### src/rtl/t5_muldiv.sv
// Iterative RV32M/RV64M multiply/divide unit: shift-add multiply and restoring divide
// on operand magnitudes, STEP result bits per enabled cycle, sign restored in FIX.
module t5_muldiv #(
  parameter int XLEN = 32,  // 32 or 64
  parameter int STEP = 1    // 1, 2 or 4; must divide XLEN
) (
  input  logic            sclk,
  input  logic            srst,
  input  logic            sena,
  input  logic            dstb,
  input  logic            dkil,
  input  logic [2:0]      dfn3,
  input  logic [XLEN-1:0] dop1,
  input  logic [XLEN-1:0] dop2,
  output logic            xbsy,
  output logic            xrdy,
  output logic [XLEN-1:0] xres
);

  localparam int N  = XLEN / STEP;
  localparam int CW = $clog2(N + 1);
  localparam logic [CW-1:0]   N_CNT = CW'(N);
  localparam logic [XLEN-1:0] X_MIN = {1'b1, {(XLEN-1){1'b0}}};

  typedef enum logic [1:0] {S_IDLE, S_RUN, S_FIX} state_t;

  state_t            r_state, w_state_nx;
  logic [CW-1:0]     r_cnt,   w_cnt_nx;
  logic [2*XLEN-1:0] r_acc,   w_acc_nx;
  logic [XLEN-1:0]   r_opb,   w_opb_nx;
  logic [2:0]        r_fn,    w_fn_nx;
  logic              r_neg,   w_neg_nx;
  logic [XLEN-1:0]   r_res,   w_res_nx;
  logic              r_rdy,   w_rdy_nx;
  logic              r_bsy,   w_bsy_nx;

  logic            w_sgn1, w_sgn2, w_neg1, w_neg2;
  logic [XLEN-1:0] w_mag1, w_mag2;
  logic            w_div0, w_ovf, w_special;
  logic [XLEN-1:0] w_spec_res;

  // Start-time decode: signedness per op, operand magnitudes, single-edge results.
  always_comb begin
    w_sgn1 = (dfn3 == 3'd1) || (dfn3 == 3'd2) || (dfn3[2] && !dfn3[0]);
    w_sgn2 = (dfn3 == 3'd1) || (dfn3[2] && !dfn3[0]);
    w_neg1 = w_sgn1 && dop1[XLEN-1];
    w_neg2 = w_sgn2 && dop2[XLEN-1];
    w_mag1 = w_neg1 ? -dop1 : dop1;
    w_mag2 = w_neg2 ? -dop2 : dop2;
    w_div0 = dfn3[2] && (dop2 == '0);
    w_ovf  = dfn3[2] && !dfn3[0] && (dop1 == X_MIN) && (dop2 == '1);
    w_special = w_div0 || w_ovf;
    if (w_div0) w_spec_res = dfn3[1] ? dop1 : '1;
    else        w_spec_res = dfn3[1] ? '0 : dop1;
  end

  logic [XLEN:0]     w_mhi;
  logic [XLEN-1:0]   w_mlo;
  logic [XLEN:0]     w_drem;
  logic [XLEN-1:0]   w_dquo;
  logic [2*XLEN-1:0] w_mul_step, w_div_step;

  always_comb begin
    // NOTE: blocking assignments here deliberately chain STEP one-bit stages within
    // a single cycle; only the clocked block below holds state, and it uses <=.
    w_mhi = {1'b0, r_acc[2*XLEN-1:XLEN]};
    w_mlo = r_acc[XLEN-1:0];
    w_drem = {1'b0, r_acc[2*XLEN-1:XLEN]};
    w_dquo = r_acc[XLEN-1:0];
    for (int j = 0; j < STEP; j++) begin
      if (w_mlo[0]) w_mhi = w_mhi + {1'b0, r_opb};
      w_mlo = {w_mhi[0], w_mlo[XLEN-1:1]};
      w_mhi = w_mhi >> 1;
      w_drem = {w_drem[XLEN-1:0], w_dquo[XLEN-1]};
      w_dquo = {w_dquo[XLEN-2:0], 1'b0};
      if (w_drem >= {1'b0, r_opb}) begin
        w_drem    = w_drem - {1'b0, r_opb};
        w_dquo[0] = 1'b1;
      end
    end
    w_mul_step = {w_mhi[XLEN-1:0], w_mlo};
    w_div_step = {w_drem[XLEN-1:0], w_dquo};
  end

  logic [2*XLEN-1:0] w_prod;
  logic [XLEN-1:0]   w_dsel, w_fix_res;

  // Divide: quotient in the low half, remainder in the high half of the accumulator.
  always_comb begin
    w_prod = r_neg ? -r_acc : r_acc;
    w_dsel = r_fn[1] ? r_acc[2*XLEN-1:XLEN] : r_acc[XLEN-1:0];
    if (r_fn[2])                w_fix_res = r_neg ? -w_dsel : w_dsel;
    else if (r_fn[1:0] == 2'b00) w_fix_res = w_prod[XLEN-1:0];
    else                        w_fix_res = w_prod[2*XLEN-1:XLEN];
  end

  always_comb begin
    // NOTE: every target gets a default first so no path leaves one unassigned,
    // which is what keeps this block free of inferred latches.
    w_state_nx = r_state;
    w_cnt_nx   = r_cnt;
    w_acc_nx   = r_acc;
    w_opb_nx   = r_opb;
    w_fn_nx    = r_fn;
    w_neg_nx   = r_neg;
    w_res_nx   = r_res;
    w_rdy_nx   = 1'b0;
    w_bsy_nx   = r_bsy;
    unique case (r_state)
      S_IDLE: begin
        if (dstb && !dkil) begin
          if (w_special) begin
            w_res_nx = w_spec_res;
            w_rdy_nx = 1'b1;
          end else begin
            w_fn_nx    = dfn3;
            w_neg_nx   = (dfn3[2] && dfn3[1]) ? w_neg1 : (w_neg1 ^ w_neg2);
            w_acc_nx   = dfn3[2] ? {{XLEN{1'b0}}, w_mag1} : {{XLEN{1'b0}}, w_mag2};
            w_opb_nx   = dfn3[2] ? w_mag2 : w_mag1;
            w_cnt_nx   = N_CNT;
            w_bsy_nx   = 1'b1;
            w_state_nx = S_RUN;
          end
        end
      end
      S_RUN: begin
        if (dkil) begin
          w_bsy_nx   = 1'b0;
          w_state_nx = S_IDLE;
        end else begin
          w_acc_nx = r_fn[2] ? w_div_step : w_mul_step;
          w_cnt_nx = r_cnt - CW'(1);
          if (r_cnt == CW'(1)) w_state_nx = S_FIX;
        end
      end
      S_FIX: begin
        w_bsy_nx   = 1'b0;
        w_state_nx = S_IDLE;
        if (!dkil) begin
          w_res_nx = w_fix_res;
          w_rdy_nx = 1'b1;
        end
      end
      default: begin
        w_bsy_nx   = 1'b0;
        w_state_nx = S_IDLE;
      end
    endcase
  end

  always_ff @(posedge sclk) begin
    if (srst) begin
      r_state <= S_IDLE;
      r_cnt   <= '0;
      r_acc   <= '0;
      r_opb   <= '0;
      r_fn    <= '0;
      r_neg   <= 1'b0;
      r_res   <= '0;
      r_rdy   <= 1'b0;
      r_bsy   <= 1'b0;
    end else if (sena) begin
      r_state <= w_state_nx;
      r_cnt   <= w_cnt_nx;
      r_acc   <= w_acc_nx;
      r_opb   <= w_opb_nx;
      r_fn    <= w_fn_nx;
      r_neg   <= w_neg_nx;
      r_res   <= w_res_nx;
      r_rdy   <= w_rdy_nx;
      r_bsy   <= w_bsy_nx;
    end
  end

  assign xbsy = r_bsy;
  assign xrdy = r_rdy;
  assign xres = r_res;

endmodule

### config.mk
export PLATFORM = sky130hd
export DESIGN_NAME = t5_muldiv
export DESIGN_NICKNAME = d
export VERILOG_FILES = /design/src/rtl/t5_muldiv.sv
export SDC_FILE = /design/constraint.sdc
export NUM_CORES = 1
export LEC_CHECK = 0
export CORE_AREA = 2 2 170 172
export DETAILED_ROUTE_END_ITERATION = 8
export DIE_AREA = 0 0 172 174
export PLACE_DENSITY = 0.8
export SYNTH_ARGS = -nofsm -noshare
export SYNTH_HDL_FRONTEND = slang
export SYNTH_SLANG_ARGS = --single-unit
### constraint.sdc
create_clock -name sclk -period 5.3 [get_ports sclk]
set_input_delay 0.795 -clock sclk [delete_from_list [all_inputs] [get_ports sclk]]
set_output_delay 0.795 -clock sclk [all_outputs]
set_load 0.01 [all_outputs]
After elaboration in Yosys (flattened, before gate mapping)
Index checks and enable logic that the tools add are counted.
- register bits after elaboration: 142
- input bits: 72
- output and inout bits: 34
- logic and storage cells: 99
- add/sub/neg operators: 7
- $lt $le $gt $ge: 1
- equal/unequal tests: 14
- multiplexer cells: 42
- bitwise operators: 2
- reduce and logical (&&, ||, !) cells: 24
- operator list (operator ; count):
    32-bit 2-to-1 mux ; 15
    64-bit 2-to-1 mux ; 5
    64-bit one-hot mux with 2 select lines ; 1
    32-bit negation ; 3
    32-bit equality test (second input constant) ; 2
    64-bit negation ; 1
    32-bit one-hot mux with 2 select lines ; 1
    32-bit by 32-bit adder with 33-bit output ; 1
    33-bit by 32-bit >= comparator with 1-bit output ; 1
    33-bit 2-to-1 mux ; 1
    32-bit zero test ; 1
    32-bit subtractor ; 1
    6-bit 2-to-1 mux ; 3
    2-bit inequality test (second input constant) ; 6
    6-bit one-hot mux with 2 select lines ; 1
    4-bit AND reduction ; 3
    5-bit AND reduction ; 2
    1-bit logical AND ; 8
    1-bit 2-to-1 mux ; 8
    2-bit 2-to-1 mux ; 4
    6-bit by 1-bit equality test with 1-bit output (second input constant) ; 1
    6-bit by 1-bit subtractor with 6-bit output (second input constant) ; 1
    2-bit zero test ; 2
    1-bit logical OR ; 4
    11 further kinds ; 14

Longest topological paths before layout
- word-level depth: 9
- mapped depth: 15

Worst setup path after synthesis
OpenSTA, ideal clock, no wires.
- path kind: flip-flop to flip-flop
- start point: register r_fn[1]
- end point: register r_res[30] (netlist: xres[30])
- arrival time: 4.080 ns
- setup slack: 1.159 ns
- stages on the path, launching flop included: 16
- clock period less this slack: 4.141 ns
- cell sequence: dfxtp_1 buf_2 buf_6 buf_2 buf_1 buf_2 buf_1 mux2i_1 ha_1 o21ai_1 or3_1 or4b_1 o21ai_1 xnor2_1 a2111oi_2 a32o_1
- word-level cells in the longest chain between the ends: 6
- elaborated cells between the ends (all ways): 8
- RTL lines (element ; RTL line ; RTL):
    from (decl) ; 31 ; logic [2:0] r_fn, w_fn_nx;
    from (signal assigned) ; 167 ; r_fn <= w_fn_nx;
    32-bit 2-to-1 mux ; 91 ; w_dsel = r_fn[1] ? r_acc[2*XLEN-1:XLEN] : r_acc[XLEN-1:0];
    32-bit negation ; 92 ; if (r_fn[2]) w_fix_res = r_neg ? -w_dsel : w_dsel;
    32-bit 2-to-1 mux ; 92 ;
    32-bit 2-to-1 mux * ; 92 ;
    32-bit 2-to-1 mux * ; 139 ; if (!dkil) begin
    32-bit one-hot mux with 2 select lines * ; 109 ; unique case (r_state)
    to (signal assigned) ; 169 ; r_res <= w_res_nx;
    to (decl) ; 33 ; logic [XLEN-1:0] r_res, w_res_nx;
Mark *: on every way between the ends. The rest lies on a longest branch, timed or not. The select of a mux whose other input is x is not followed.
A chain may end at the register's enable or synchronous reset.

Worst setup path in the final report
- start point: input dop1[5]
- end point: register r_res[8] (netlist: xres[8])
- word-level cells in the longest chain between the ends: 6
- RTL lines (element ; RTL line ; RTL):
    from (decl) ; 13 ; input logic [XLEN-1:0] dop1,
    32-bit equality test ; 51 ; w_ovf = dfn3[2] && !dfn3[0] && (dop1 == X_MIN) && (dop2 == '1);
    1-bit logical AND (2 in series) ; 51 ;
    1-bit logical OR ; 52 ; w_special = w_div0 || w_ovf;
    2-bit inequality test (no line) ; n/a ;
    5-bit AND reduction (no line) ; n/a ;
No other way between the ends.

==> reports/qor.csv <==
stage;metric;value;unit
route;Routed Antenna Nets;0;
power;P per Cell Area;201;nW/um^2
clock_tree;Post-CTS Hold Buffers;0;
power;sequential power share;0.315;
floorplanning;Die Area;29900;um^2
clock_tree;worst skew pair latency;0.46;ns
global_routing;initial antenna violation count;0;
timing;Final Critical Period;4.21;ns
timing;Final Max Tran Viols;0;
timing;TNS Setup;0;ns
global_routing;Tot GR Track Use;0.458;
floorplanning;initial core utilization;0.588;
synth;top cell type's share of synthesized area;0.171;
clock_tree;clock slew at the register clock pins of the worst setup and hold paths;0.07;ns
cells_and_area;Area growth syn-to-layout;10.8;%
global_routing;total gr overflow;0;
synth;Area contributors post-synth;dfxtp_1, mux2i_1, ha_1;
timing;skew final;0.0141;ns
route;router iterations before antenna repair;9;
clock_tree;root buffer cell;clkbuf_16;
cells_and_area;share of cells above drive strength 1;0.0726;
synth;Post-synth EDFFs;0;
global_routing;largest net degree at the start of global routing;84;
place;Routability Congestion;1.07;
timing;Max Clk Rate;238;MHz
timing;Slew @ Worst Pin;1.35;ns
cells_and_area;Antenna diodes;0;
timing;fin crit share;0.794;
critical_path;CP Launch Type;input port;
synth;Synth cell types;89;
route;via count;19272;
cells_and_area;final net count;2473;
route;wire per inst;25.6;um
clock_tree;H-tree levels;4;
min_path;Hold Path Class;flip-flop to flip-flop;
floorplanning;# IOs;106;
run_status;status;completed;
power;P_leak;6.87;nW
global_routing;M2 GR Usage;0.675;
clock_tree;# clock sinks;142;
clock_tree;CTS Buf Count;17;
power;P_int;2.21;mW
clock_tree;Post-CTS Resized;0;
cells_and_area;Filler Cells Inserted;2605;
place;IO Port Bufs;105;
power;sw frac;0.404;
synth;Mapped Cells;2348;
timing;endpoints failing setup;0;
place;DP HPWL;52700;um
route;WL final;69800;um
power;maximum VDD drop;0.230;mV
floorplanning;die height;174;um
clock_tree;Post-CTS Setup Inserts;0;
synth;average footprint of a synthesized cell;7.07;um^2
synth;most numerous cell in the Yosys netlist;nand2_1;
power;Psw;1.50;mW
clock_tree;Longest Clk Path Bufs;2;
synth;Synth Warn #;0;
power;Clock power frac;0.344;
global_routing;vias in the first global route;17502;
critical_path;crit path max fanout;30;
global_routing;met1 usage in global routing;0.586;
synth;Top FF cell, synth;dfxtp_1;
synth;Synth top cells by count;nand2_1, nor2_1, a21oi_1;
synth;#FFs+latches synth;142;
synth;Net Count, Synth;2493;
critical_path;Critical Path AT;4.61;ns
floorplanning;Die X;172;um
timing;post-route setup slack;1.09;ns
route;residual DRC count;0;
critical_path;worst path required time;5.70;ns
route;Vias/cell;7.07;
global_routing;global routing usage on met3;0.131;
place;pre-CTS setup slack;0.836;ns
critical_path;WS Path Type;input port to flip-flop;
floorplanning;Core Area;28200;um^2
power;Gate power share;0.341;
run;MaxCap Viol Count;0;
global_routing;first-pass GRT wire length;104000;um
min_path;WHS Path Cells;2;
route;DR iter-0 viols;2841;
timing;max_slew headroom;0.0921;
timing;RSZ-0062 raised after global routing;false;
synth;asr flop ratio synth;0;
timing;Hold Vio Cnt, Final;0;
critical_path;reg2reg path depth;8;
synth;area leader, netlist;dfxtp_1;
critical_path;Crit. End Element;flip-flop;
synth;post-synthesis sequential area ratio;0.171;
global_routing;gr busiest metal;met2;
clock_tree;CTS tree;yes;
synth;synthesized area;16600;um^2
floorplanning;placement row count;62;
-- routing by layer --
| layer | vias up | routed length, um |
|---|---|---|
| li1 | 8612 | - |
| met1 | 8971 | 26400 |
| met2 | 1373 | 29200 |
| met3 | 316 | 8880 |
| met4 | 0 | 5280 |
| met5 | - | 0 |
-- cells in the final DEF, fill, tap and decap left out, types with 51 or more instances in the layout --
cell type | Yosys | final
nand2_1 | 231 | 231
nor2_1 | 230 | 225
a21oi_1 | 173 | 173
o21ai_0 | 163 | 162
dfxtp_1 | 142 | 139
clkdlybuf4s50_1 | 0 | 103
xor2_1 | 94 | 94
mux2i_1 | 93 | 93
xnor2_1 | 85 | 85
nor3_1 | 81 | 79
inv_1 | 74 | 74
ha_1 | 71 | 71
a211oi_1 | 67 | 66
buf_4 | 1 | 60
nand3_1 | 51 | 51
-- final timing paths --
check,slack [ns],startpoint,to
worst max register to register,1.17,r_acc[5]$_SDFFE_PP0P_,xres[5]$_SDFFE_PP0P_
worst min-delay path,0.46,xres[11]$_SDFFE_PP0P_,xres[11]$_SDFFE_PP0P_
worst max-delay path,1.09,dop1[5],xres[8]$_SDFFE_PP0P_
worst min register to register,0.46,xres[11]$_SDFFE_PP0P_,xres[11]$_SDFFE_PP0P_
-- per-stage QoR --
| stage | power, mW | util | instance area [um^2] | instances | hold slack, ns |
|---|---|---|---|---|---|
| 3_3_place_gp | 2.38 | 0.630 | 17800 | 2693 | 0.446 |
| 5_1_grt | 3.81 | 0.651 | 18400 | 2725 | 0.493 |
| 4_1_cts | 3.64 | 0.651 | 18400 | 2725 | 0.454 |
| 3_5_place_dp | 2.39 | 0.630 | 17800 | 2693 | 0.446 |
| 2_1_floorplan | 1.96 | - | 16600 | 2348 | 0.449 |
| 6_report | 3.71 | 0.651 | 18400 | 2725 | 0.456 |
-- kinds of logic after synthesis --
kind of cell / Yosys count / share of synthesized area
AND/OR/NAND/NOR: 794 / 0.229
flip-flops: 142 / 0.171
buffers and inverters: 279 / 0.0663
adder cells (fa/ha/maj): 99 / 0.0716
AO/OA/AOI/OAI: 748 / 0.301
XOR/XNOR: 179 / 0.0945
multiplexers: 107 / 0.0657
-- layout make-up --
type | instances | area (um^2) | area share
multi-input cells | 1927 | 12700 | 0.690
flip-flops and latches | 142 | 2850 | 0.155
repair buffers | 164 | 1490 | 0.0808
well taps | 384 | 480 | 0.0261
clock buffers | 17 | 425 | 0.0231
inverters | 76 | 285 | 0.0155
clock inverters | 15 | 170 | 0.00925
-- sequential cells by signal (all words and copies together), names as in the netlist --
register,cells
r_cnt,6
r_opb,32
xrdy,1
r_fn,3
xbsy,1
r_state,2
r_acc,64
xres,32
r_neg,1
-- power by group through the flow --
stage               Clock, mW  Sequential [mW]  Combinational (mW)
finish                   1.27             1.17                1.26
global route             1.31             1.17                1.34
CTS                      1.27             1.16                1.21
detailed placement          0             1.19                1.21
global placement            0             1.18                1.19
floorplan                   0             1.13               0.829
-- critical path: stages --
cell	delay, ns
clkdlybuf4s50_1	0.53
nor4_2	0.63
nand3_1	0.27
or2_2	0.43
o31ai_1	0.30
a21oi_1	0.14
or3_1	0.79
a2111oi_0	0.56
a31o_2	0.16
Power figures use the tool's default switching activity.
